--- src/rtl/regfile_arb_pkg.sv ---
// regfile_arb_pkg: shared encodings for the register-bank write arbiter.
// Optional feature macro: REGFILE_ARB_ROUND_ROBIN_EN (see top level).
package regfile_arb_pkg;

  localparam logic [1:0] ST_IDLE   = 2'd0;
  localparam logic [1:0] ST_GRANT0 = 2'd1;
  localparam logic [1:0] ST_GRANT1 = 2'd2;

  localparam int unsigned PORT_CORE = 0;
  localparam int unsigned PORT_DBG  = 1;

  typedef enum logic [1:0] {
    IDLE   = ST_IDLE,
    GRANT0 = ST_GRANT0,
    GRANT1 = ST_GRANT1
  } arb_state_e;

  localparam int unsigned CNT_W = 4;

  function automatic logic port_of(
    input arb_state_e st
  );
    return (st == GRANT1) ? PORT_DBG[0] : PORT_CORE[0];
  endfunction

endpackage

--- src/rtl/regfile_wr_decoder.sv ---
// regfile_wr_decoder: address to one-hot ClockEnable, x0 never enabled,
// out-of-range addresses flagged and suppressed.
module regfile_wr_decoder #(
  parameter int NrOfRegs = 32,
  parameter int AddrBits = 5
) (
  input  logic [AddrBits-1:0] addr_i,
  output logic [NrOfRegs-1:0] en_o,
  output logic                oor_o
);

  localparam logic [AddrBits:0] Limit =
    (AddrBits+1)'(NrOfRegs);

  assign oor_o = {1'b0, addr_i} >= Limit;

  // Bit 0 is left at zero: x0 is hardwired.
  always_comb begin
    en_o = '0;
    for (int i = 1; i < NrOfRegs; i++) begin
      en_o[i] = (addr_i == AddrBits'(i));
    end
  end

endmodule

--- src/rtl/regfile_write_arbiter.sv ---
// regfile_write_arbiter: two-port arbiter for the register bank write port.
// Define REGFILE_ARB_ROUND_ROBIN_EN for round-robin ties (else port 0 wins).
import regfile_arb_pkg::*;

module regfile_write_arbiter #(
  parameter int NrOfBits = 32,
  parameter int NrOfRegs = 32,
  parameter int AddrBits = 5,
  parameter int MaxBurst = 4
) (
  input  logic                Clock,
  input  logic                Reset,
  input  logic                Tick,
  input  logic                Req0Valid,
  input  logic                Req0Lock,
  input  logic [AddrBits-1:0] Req0Addr,
  input  logic [NrOfBits-1:0] Req0Data,
  output logic                Req0Ready,
  input  logic                Req1Valid,
  input  logic                Req1Lock,
  input  logic [AddrBits-1:0] Req1Addr,
  input  logic [NrOfBits-1:0] Req1Data,
  output logic                Req1Ready,
  output logic [NrOfRegs-1:0] WrEnable,
  output logic [NrOfBits-1:0] WrData,
  output logic                Busy,
  output logic                AddrError
);

  localparam logic [CNT_W-1:0] MaxCnt =
    CNT_W'(MaxBurst);

  arb_state_e       state_q;
  logic [CNT_W-1:0] cnt_q;
  logic [CNT_W-1:0] cnt_inc;

  logic                sel_valid;
  logic                sel_lock;
  logic [AddrBits-1:0] sel_addr;
  logic [NrOfBits-1:0] sel_data;
  logic                acc;
  logic                pick1;

  logic [NrOfRegs-1:0] dec_en;
  logic                dec_oor;

  logic [NrOfRegs-1:0] wr_en_q;
  logic [NrOfRegs-1:0] wr_en_d;
  logic [NrOfBits-1:0] wr_data_q;
  logic [NrOfBits-1:0] wr_data_d;
  logic                addr_err_q;
  logic                addr_err_d;

  assign Req0Ready = (state_q == GRANT0);
  assign Req1Ready = (state_q == GRANT1);
  assign Busy      = (state_q != IDLE);
  assign WrEnable  = wr_en_q;
  assign WrData    = wr_data_q;
  assign AddrError = addr_err_q;

  assign cnt_inc = cnt_q + 1'b1;

  always_comb begin
    sel_valid = 1'b0;
    sel_lock  = 1'b0;
    sel_addr  = Req0Addr;
    sel_data  = Req0Data;
    unique case (1'b1)
      Req0Ready: begin
        sel_valid = Req0Valid;
        sel_lock  = Req0Lock;
      end
      Req1Ready: begin
        sel_valid = Req1Valid;
        sel_lock  = Req1Lock;
        sel_addr  = Req1Addr;
        sel_data  = Req1Data;
      end
      default: ;
    endcase
  end

  assign acc = sel_valid & Tick;

`ifdef REGFILE_ARB_ROUND_ROBIN_EN
  logic last_q;
  assign pick1 = Req1Valid & (~Req0Valid | ~last_q);
`else
  assign pick1 = Req1Valid & ~Req0Valid;
`endif

  regfile_wr_decoder #(
    .NrOfRegs (NrOfRegs),
    .AddrBits (AddrBits)
  ) u_dec (
    .addr_i (sel_addr),
    .en_o   (dec_en),
    .oor_o  (dec_oor)
  );

  always_ff @(posedge Clock or posedge Reset) begin
    if (Reset) begin
      state_q <= IDLE;
      cnt_q   <= '0;
`ifdef REGFILE_ARB_ROUND_ROBIN_EN
      last_q  <= 1'b1;
`endif
    end else if (Tick) begin
      unique case (state_q)
        IDLE: begin
          if (Req0Valid | Req1Valid) begin
            state_q <= pick1 ? GRANT1 : GRANT0;
          end
        end
        GRANT0, GRANT1: begin
          if (!sel_valid) begin
            state_q <= IDLE;
            cnt_q   <= '0;
          end else if (sel_lock &&
                       (cnt_inc < MaxCnt)) begin
            cnt_q   <= cnt_inc;
          end else begin
            state_q <= IDLE;
            cnt_q   <= '0;
`ifdef REGFILE_ARB_ROUND_ROBIN_EN
            last_q  <= port_of(state_q);
`endif
          end
        end
        default: begin
          state_q <= IDLE;
          cnt_q   <= '0;
        end
      endcase
    end
  end

  // Enable is a one-cycle pulse; data is held between beats.
  always_comb begin
    wr_en_d    = acc ? dec_en : '0;
    wr_data_d  = acc ? sel_data : wr_data_q;
    addr_err_d = addr_err_q | (acc & dec_oor);
  end

  always_ff @(posedge Clock or posedge Reset) begin
    if (Reset) begin
      wr_en_q    <= '0;
      wr_data_q  <= '0;
      addr_err_q <= 1'b0;
    end else begin
      wr_en_q    <= wr_en_d;
      wr_data_q  <= wr_data_d;
      addr_err_q <= addr_err_d;
    end
  end

endmodule

--- config.mk ---
export PLATFORM = sky130hd
export DESIGN_NAME = regfile_write_arbiter
export DESIGN_NICKNAME = d
export VERILOG_FILES = /design/src/rtl/regfile_arb_pkg.sv /design/src/rtl/regfile_wr_decoder.sv /design/src/rtl/regfile_write_arbiter.sv
export SDC_FILE = /design/constraint.sdc
export NUM_CORES = 1
export LEC_CHECK = 0
export ABC_AREA = 0
export BUFFER_PORTS_ARGS = -buffer_cell sky130_fd_sc_hd__buf_2
export CORE_MARGIN = 2
export CORE_UTILIZATION = 45
export DETAILED_ROUTE_END_ITERATION = 10
export MAX_ROUTING_LAYER = met4
export PLACE_DENSITY = 0.76
export RECOVER_POWER = 50
export SETUP_SLACK_MARGIN = 0.15
export SLEW_MARGIN = 20
export SYNTH_ARGS = -nofsm -noshare
export SYNTH_HDL_FRONTEND = slang
export SYNTH_HIERARCHICAL = 1
export SYNTH_SLANG_ARGS = --single-unit
--- constraint.sdc ---
create_clock -name Clock -period 3.1 [get_ports Clock]
set_input_delay 0.465 -clock Clock [delete_from_list [all_inputs] [get_ports Clock]]
set_output_delay 0.465 -clock Clock [all_outputs]
set_load 0.005 [all_outputs]
# --- Word-level counts from Yosys, hierarchy flattened ---
# Cells that the tools add are included.
totals:
  register_bits: 70
  latch_bits: 0
  ram_bits: 0
  mem_bits_ro: 0
  in_bits: 81
  out_inout_bits: 68
  elab_cells: 65
  n_memories: 0
op_classes:
  add_sub_neg: 1
  mul: 0
  div: 0
  magnitude_cmp: 1
  n_eq_ne: 35
  shift: 0
  muxes: 13
  n_bitwise: 5
  reduce_logical: 6
op_table:
  columns: ["operator", "count"]
  rows:
  - ["$eq A5 B5 Y1 const B", 16]
  - ["$mux W32", 2]
  - ["$eq A5 B4 Y1 const B", 8]
  - ["$eq A5 B3 Y1 const B", 4]
  - ["$eq A5 B2 Y1 const B", 2]
  - ["$mux W2", 4]
  - ["$mux W4", 2]
  - ["$pmux W4 S2", 1]
  - ["$eq A5 B1 Y1 const B", 1]
  - ["$mux W5", 1]
  - ["$add A4 B1 Y4 const B", 1]
  - ["$lt A4 B3 Y1 const B", 1]
  - ["$pmux W1 S2", 2]
  - ["$pmux W2 S2", 1]
  - ["$ne A3 B3 Y1 const B", 1]
  - ["$reduce_and A3 Y1", 1]
  - ["$and A1 B1 Y1", 2]
  - ["$eq A2 B1 Y1 const B", 1]
  - ["$eq A2 B2 Y1 const B", 1]
  - ["$logic_not A2 Y1", 1]
  - ["$ne A2 B2 Y1 const B", 1]
  - ["$not A1 Y1", 2]
  - ["$reduce_and A2 Y1", 1]
  - ["$reduce_bool A2 Y1", 1]
  - ["3 further kinds", 3]

# --- Logic depth before layout (Yosys ltp) ---
depth:
  ltp_word: 6
  ltp_mapped: 9
  depth_no_buf: 6

# --- Modules after synthesis ---
# The synthesis kept the hierarchy.
by_module_without_submodules:
  columns: ["mod", "instances", "cells_each", "area_each_um2", "seq_area_each_um2"]
  rows:
  - ["regfile_write_arbiter", 1, 222, 3203.1, 1776.7]
  - ["regfile_wr_decoder", 1, 49, 236.5, 0.0]

# --- Worst setup path after synthesis ---
# OpenSTA, ideal clock, no wires.
synth_timing:
  kind: "register to register"
  from: "register state_q[0]"
  to: "register wr_en_q[28] (netlist: WrEnable[28])"
  setup_time_ns: 0.067
  arrival_time_ns: 2.167
  required_ns: 3.033
  slack_ns: 0.866
  stages_incl_launch_ff: 9
  n_path_buf: 2
  period_less_slack_ns: 2.234
  cell_sequence: "dfrtp_1 inv_1 ha_1 buf_2 buf_2 mux2_2 or3b_4 nor2_1 and3_1"
synth_between:
  elab_chain_len: 4
  word_cells_on_any_way: 7
  cone_classes: "3 x eq/ne; 3 x mux; 1 x bitwise"
synth_rtl:
  columns: ["element", "line_no", "text"]
  rows:
  - ["start: declaration", "regfile_write_arbiter.sv:33", "arb_state_e state_q;"]
  - ["start signal: assignment", "regfile_write_arbiter.sv:112", "state_q <= pick1 ? GRANT1 : GRANT0;"]
  - ["$eq A2 B2 Y1", "regfile_write_arbiter.sv:55", "assign Req1Ready = (state_q == GRANT1);"]
  - ["net Req1Ready", "regfile_write_arbiter.sv:23", "output logic Req1Ready,"]
  - ["$mux W5", "regfile_write_arbiter.sv:68", "unique case (1'b1)"]
  - ["net sel_addr[0]", "regfile_write_arbiter.sv:39", "logic [AddrBits-1:0] sel_addr;"]
  - ["$eq A5 B5 Y1", "regfile_wr_decoder.sv:21", "en_o[i] = (addr_i == AddrBits'(i));"]
  - ["net dec_en[28]", "regfile_write_arbiter.sv:44", "logic [NrOfRegs-1:0] dec_en;"]
  - ["$mux W32", "regfile_write_arbiter.sv:140", "wr_en_d = acc ? dec_en : '0;"]
  - ["net wr_en_d[28]", "regfile_write_arbiter.sv:48", "logic [NrOfRegs-1:0] wr_en_d;"]
  - ["end signal: assignment", "regfile_write_arbiter.sv:151", "wr_en_q <= wr_en_d;"]
  - ["end: declaration", "regfile_write_arbiter.sv:47", "logic [NrOfRegs-1:0] wr_en_q;"]
# The timed path passes the listed nets, and every way through them passes these cells.
# A chain may end at the register's enable or synchronous reset.

# --- Worst setup path in the final report ---
layout_timing:
  from: "register state_q[0]"
  to: "register state_q[0]"
layout_between:
  elab_chain_len: 5
  word_cells_on_any_way: 12
  cone_classes: "4 x eq/ne; 4 x mux; 4 x reduce/logical"
layout_rtl:
  columns: ["element", "line_no", "text"]
  rows:
  - ["$eq A2 B2 Y1 / $eq A2 B1 Y1 (equally long branches)", "regfile_write_arbiter.sv:55, regfile_write_arbiter.sv:109, regfile_write_arbiter.sv:54", null]
  - ["$pmux W1 S2", "regfile_write_arbiter.sv:68", null]
  - ["$logic_and A1 B1 Y1", "regfile_write_arbiter.sv:119", "end else if (sel_lock &&"]
  - ["$ne A3 B3 Y1 (no source line)", null, null]
  - ["$reduce_and A3 Y1 (no source line)", null, null]
# Parallel ways exist; a longest one is shown, timed or not.

==> results by group <==
Floorplanning
  • Row cnt: 31
  • Num ports: between 100 and 150
  • Core area: ~7300 µm²
  • Starting Density: 0.4692
  • Die height: 91.43 µm
  • Die W: just over 90 µm
  • Die area: around 8400 µm²

Placement
  • Hpwl dp: 5.833 mm
  • IO Port Bufs: roughly 150
  • RePlAce Congestion: ~0.86

GRT
  • First-pass GRT wire length: 12.59 mm
  • Total GRT Usage: 0.1984
  • Initial antenna violation count: 0
  • Gr ovfl total: 0
  • Largest net degree at the start of global routing: 72
  • Met3 Use GR: 0.04315
  • GR Util met2: 0.3278
  • Busiest layer in global routing: met2
  • Vias in the first global route: around 2600
  • Global routing usage on met1: 0.2390

Finish
  • Layout cells sized above 1: 0.5344
  • Final nets: 501
  • Core Util, Final: 0.6015
  • # diodes: 0
  • Syn-to-layout area delta: 28.19%

CTS
  • Post-CTS setup buffer count: 0
  • Root Buffer: clkbuf_8
  • Worst-Skew Late Latency: 0.34 ns
  • TritonCTS buffer count: 9
  • H-tree levels: 3
  • Clock Sink Count: slightly above 70
  • Clk pin slew, worst setup/hold paths: roughly 0.07 ns
  • Cells resized by post-CTS repair: 0
  • CTS Buffer Depth: 2
  • CTS tree: yes
  • CTS Hold Buffers Added: 0

Routing
  • DR vias: approximately 2600
  • Detailed-route wire length: roughly 8 mm
  • Drt wl/cell: ~16 µm
  • Residual DRC: 0
  • DR pass1 iterations: 4
  • Post-route ant nets: 0
  • Routed vias/inst: just under 5
  • Initial DRC count: 87

Synthesis
  • Warnings, synthesis: 6
  • Ys flop type: dfrtp_1
  • Yosys top cell area share: 0.5166
  • Avg Inst Size Synth: 12.69 µm²
  • Ys async rst share: 1.000
  • Synth Instances: approximately 270
  • Yosys cell types: 31
  • Seq/Total Area, Yosys: 0.5166
  • Post-synth top area cell: dfrtp_1
  • Mapped Area: around 3400 µm²
  • Post-synth EDFFs: 0
  • Number of synthesized register bits: 71
  • Top cells by area, synth: dfrtp_1 52%, mux2_2 13%, mux2_4 13%

Worst setup path
  • Crit Path Class: register to register
  • Critical Path Slowest Stage Cell: nor4b_2
  • Worst setup path endpoint: state_q[0]
  • Req. time, crit path: 3.33 ns
  • Crit path from: state_q[0]
  • Reg-to-Reg End: state_q[0]
  • Setup slack on the worst flop-to-flop path: 0.83 ns
  • R2R cell count: 7
  • Family with the most delay on the worst path: compound AO/OA/AOI/OAI gates
  • Crit path cell chain: inv_1 -> ha_2 -> buf_4 -> a22oi_1 -> nor4b_2 -> a21boi_0 -> o211ai_1
  • CP Launch Type: register
  • Cell depth of the worst setup path: 7
  • Worst Path Buf+Inv: 2
  • Critical path peak fanout: 22
  • RR Startpoint: state_q[0]
  • CP peak stage delay: between 0.4 and 0.5 ns
  • Worst setup EP type: register
  • Worst Path Arrival: roughly 2.5 ns

Power and ir drop
  • Logic gate share of total power: 0.366
  • Switch share: 0.2975
  • Clock network fraction of design power: 0.235
  • Share of power burned in registers: 0.398
  • P_leak: roughly 2.3 nW
  • Internal power: about 2.2 mW
  • Switching pwr: about 950 µW
  • Pwr dens: 724.6 nW/µm²
  • Worst vdd rail ir drop: about 0.34 mV

Timing
  • RSZ-0062 raised after global routing: false
  • Setup TNS: 0 ns
  • Final Max Tran Viols: 72
  • Setup Viol. Count Final: 0
  • Minimum clock period: about 2.3 ns
  • Worst clock skew: 0.01153 ns
  • Worst slew pin tran: about 1.7 ns
  • Relative slew margins: -0.1315
  • Highest Clock Rate: ~440 MHz
  • Period utilization: 0.7315
  • Final hold viol count: 0

Run status
  • Violated checks: max-capacitance violations, max-slew violations
  • Status: complete, but fails checks

Job
  • Max cap viols: 1

Worst hold path
  • HP Class: primary input to register
[cells by family (layout without fill, tap and decap cells)]
logic type,after synthesis,in the layout,share of synthesized area
AND/OR/NAND/NOR,90,90,0.1451
flip-flops,71,71,0.5166
multiplexers,69,69,0.2575
buffers and inverters,24,173,0.03856
AO/OA/AOI/OAI,10,10,0.02146
adder cells (fa/ha/maj),4,4,0.01455
XOR/XNOR,2,2,0.005094
other,1,2,0.001090
[worst min-delay path by stage]
stage               cells past startpoint          to  slack (ns)  startpoint
floorplan                               1   AddrError        0.45   AddrError
global placement                        1   AddrError        0.45   AddrError
detailed placement                      1   AddrError        0.47   AddrError
CTS                                     3  WrData[21]        0.42       Reset
global route                            3  state_q[1]        0.48   Req0Valid
finish                                  3  state_q[1]        0.46   Req0Valid
[power by group through the flow]
stage                     Combinational (mW)  Clock (mW)  Sequential (mW)
after floorplan                        0.749           0             1.30
after global placement                  1.16           0             1.28
after detailed placement                1.18           0             1.29
after CTS                               1.19       0.770             1.27
after global routing                    1.27       0.807             1.31
final                                   1.17       0.752             1.27
[through the flow]
step	power, mW	cells	hold slack [ns]	setup WS, ns	instance area [µm²]
floorplan	2.054	272	0.4510	0.8384	3443
global placement	2.436	504	0.4533	1.002	4232
detailed placement	2.469	504	0.4719	0.9110	4232
CTS	3.234	520	0.4192	0.8906	4439
global route	3.382	520	0.4759	0.7478	4409
finish	3.195	520	0.4600	0.8324	4409
[final cells by class]
type                            instances  area [µm²]
Timing Repair Buffer                  153       748.2
Fill cell                             626        2922
Sequential cell                        71        1777
Multi-Input combinational cell        177        1538
Inverter                                4       15.01
Tap cell                               99       123.9
Clock buffer                           11       151.4
Clock inverter                          5       56.30
[worst reg2reg max path: cells and delay by family (launching register included)]
family / cells / cell delay, ns
AOI/OAI and AO/OA: 3 / 0.70
adders and majority gates: 1 / 0.22
buffers and inverters: 2 / 0.40
DFF: 1 / 0.38
and+or+nand+nor: 1 / 0.47
[routing by layer]
| layer | wire, µm | share of wire |
|---|---|---|
| met1 | 3465 | 0.42 |
| met2 | 3935 | 0.48 |
| met3 | 621 | 0.076 |
| met4 | 146 | 0.018 |
| met5 | 0 | 0 |
[sequential cells by signal (all words and copies together) (netlist names)]
| register | cells |
|---|---|
| WrData | 32 |
| WrEnable | 32 |
| cnt_q | 4 |
| state_q | 2 |
| AddrError | 1 |
[Yosys cell counts, drive strengths merged (2+ instances only)]
master  instances
dfrtp          71
mux2           69
and3           32
nor2           31
buf            10
clkbuf         10
nand2           5
ha              4
inv             4
nand3           4
nand3b          4
and2            3
nand2b          3
or3b            3
a21o            2
a22oi           2
o21ai           2
or3             2
xor2            2
[placed cells by master (no fill, tap or decap), types with 4 or more instances in the layout]
cell type and n:
inv_1 4, buf_2 126, nor2_1 31, and3_1 32, nand3_1 4, mux2_4 29
clkbuf_1 22, nand3b_1 4, mux2_2 40, clkbuf_8 11, dfrtp_1 71, buf_4 4
nand2_1 5
Power figures use the tool's default switching activity.
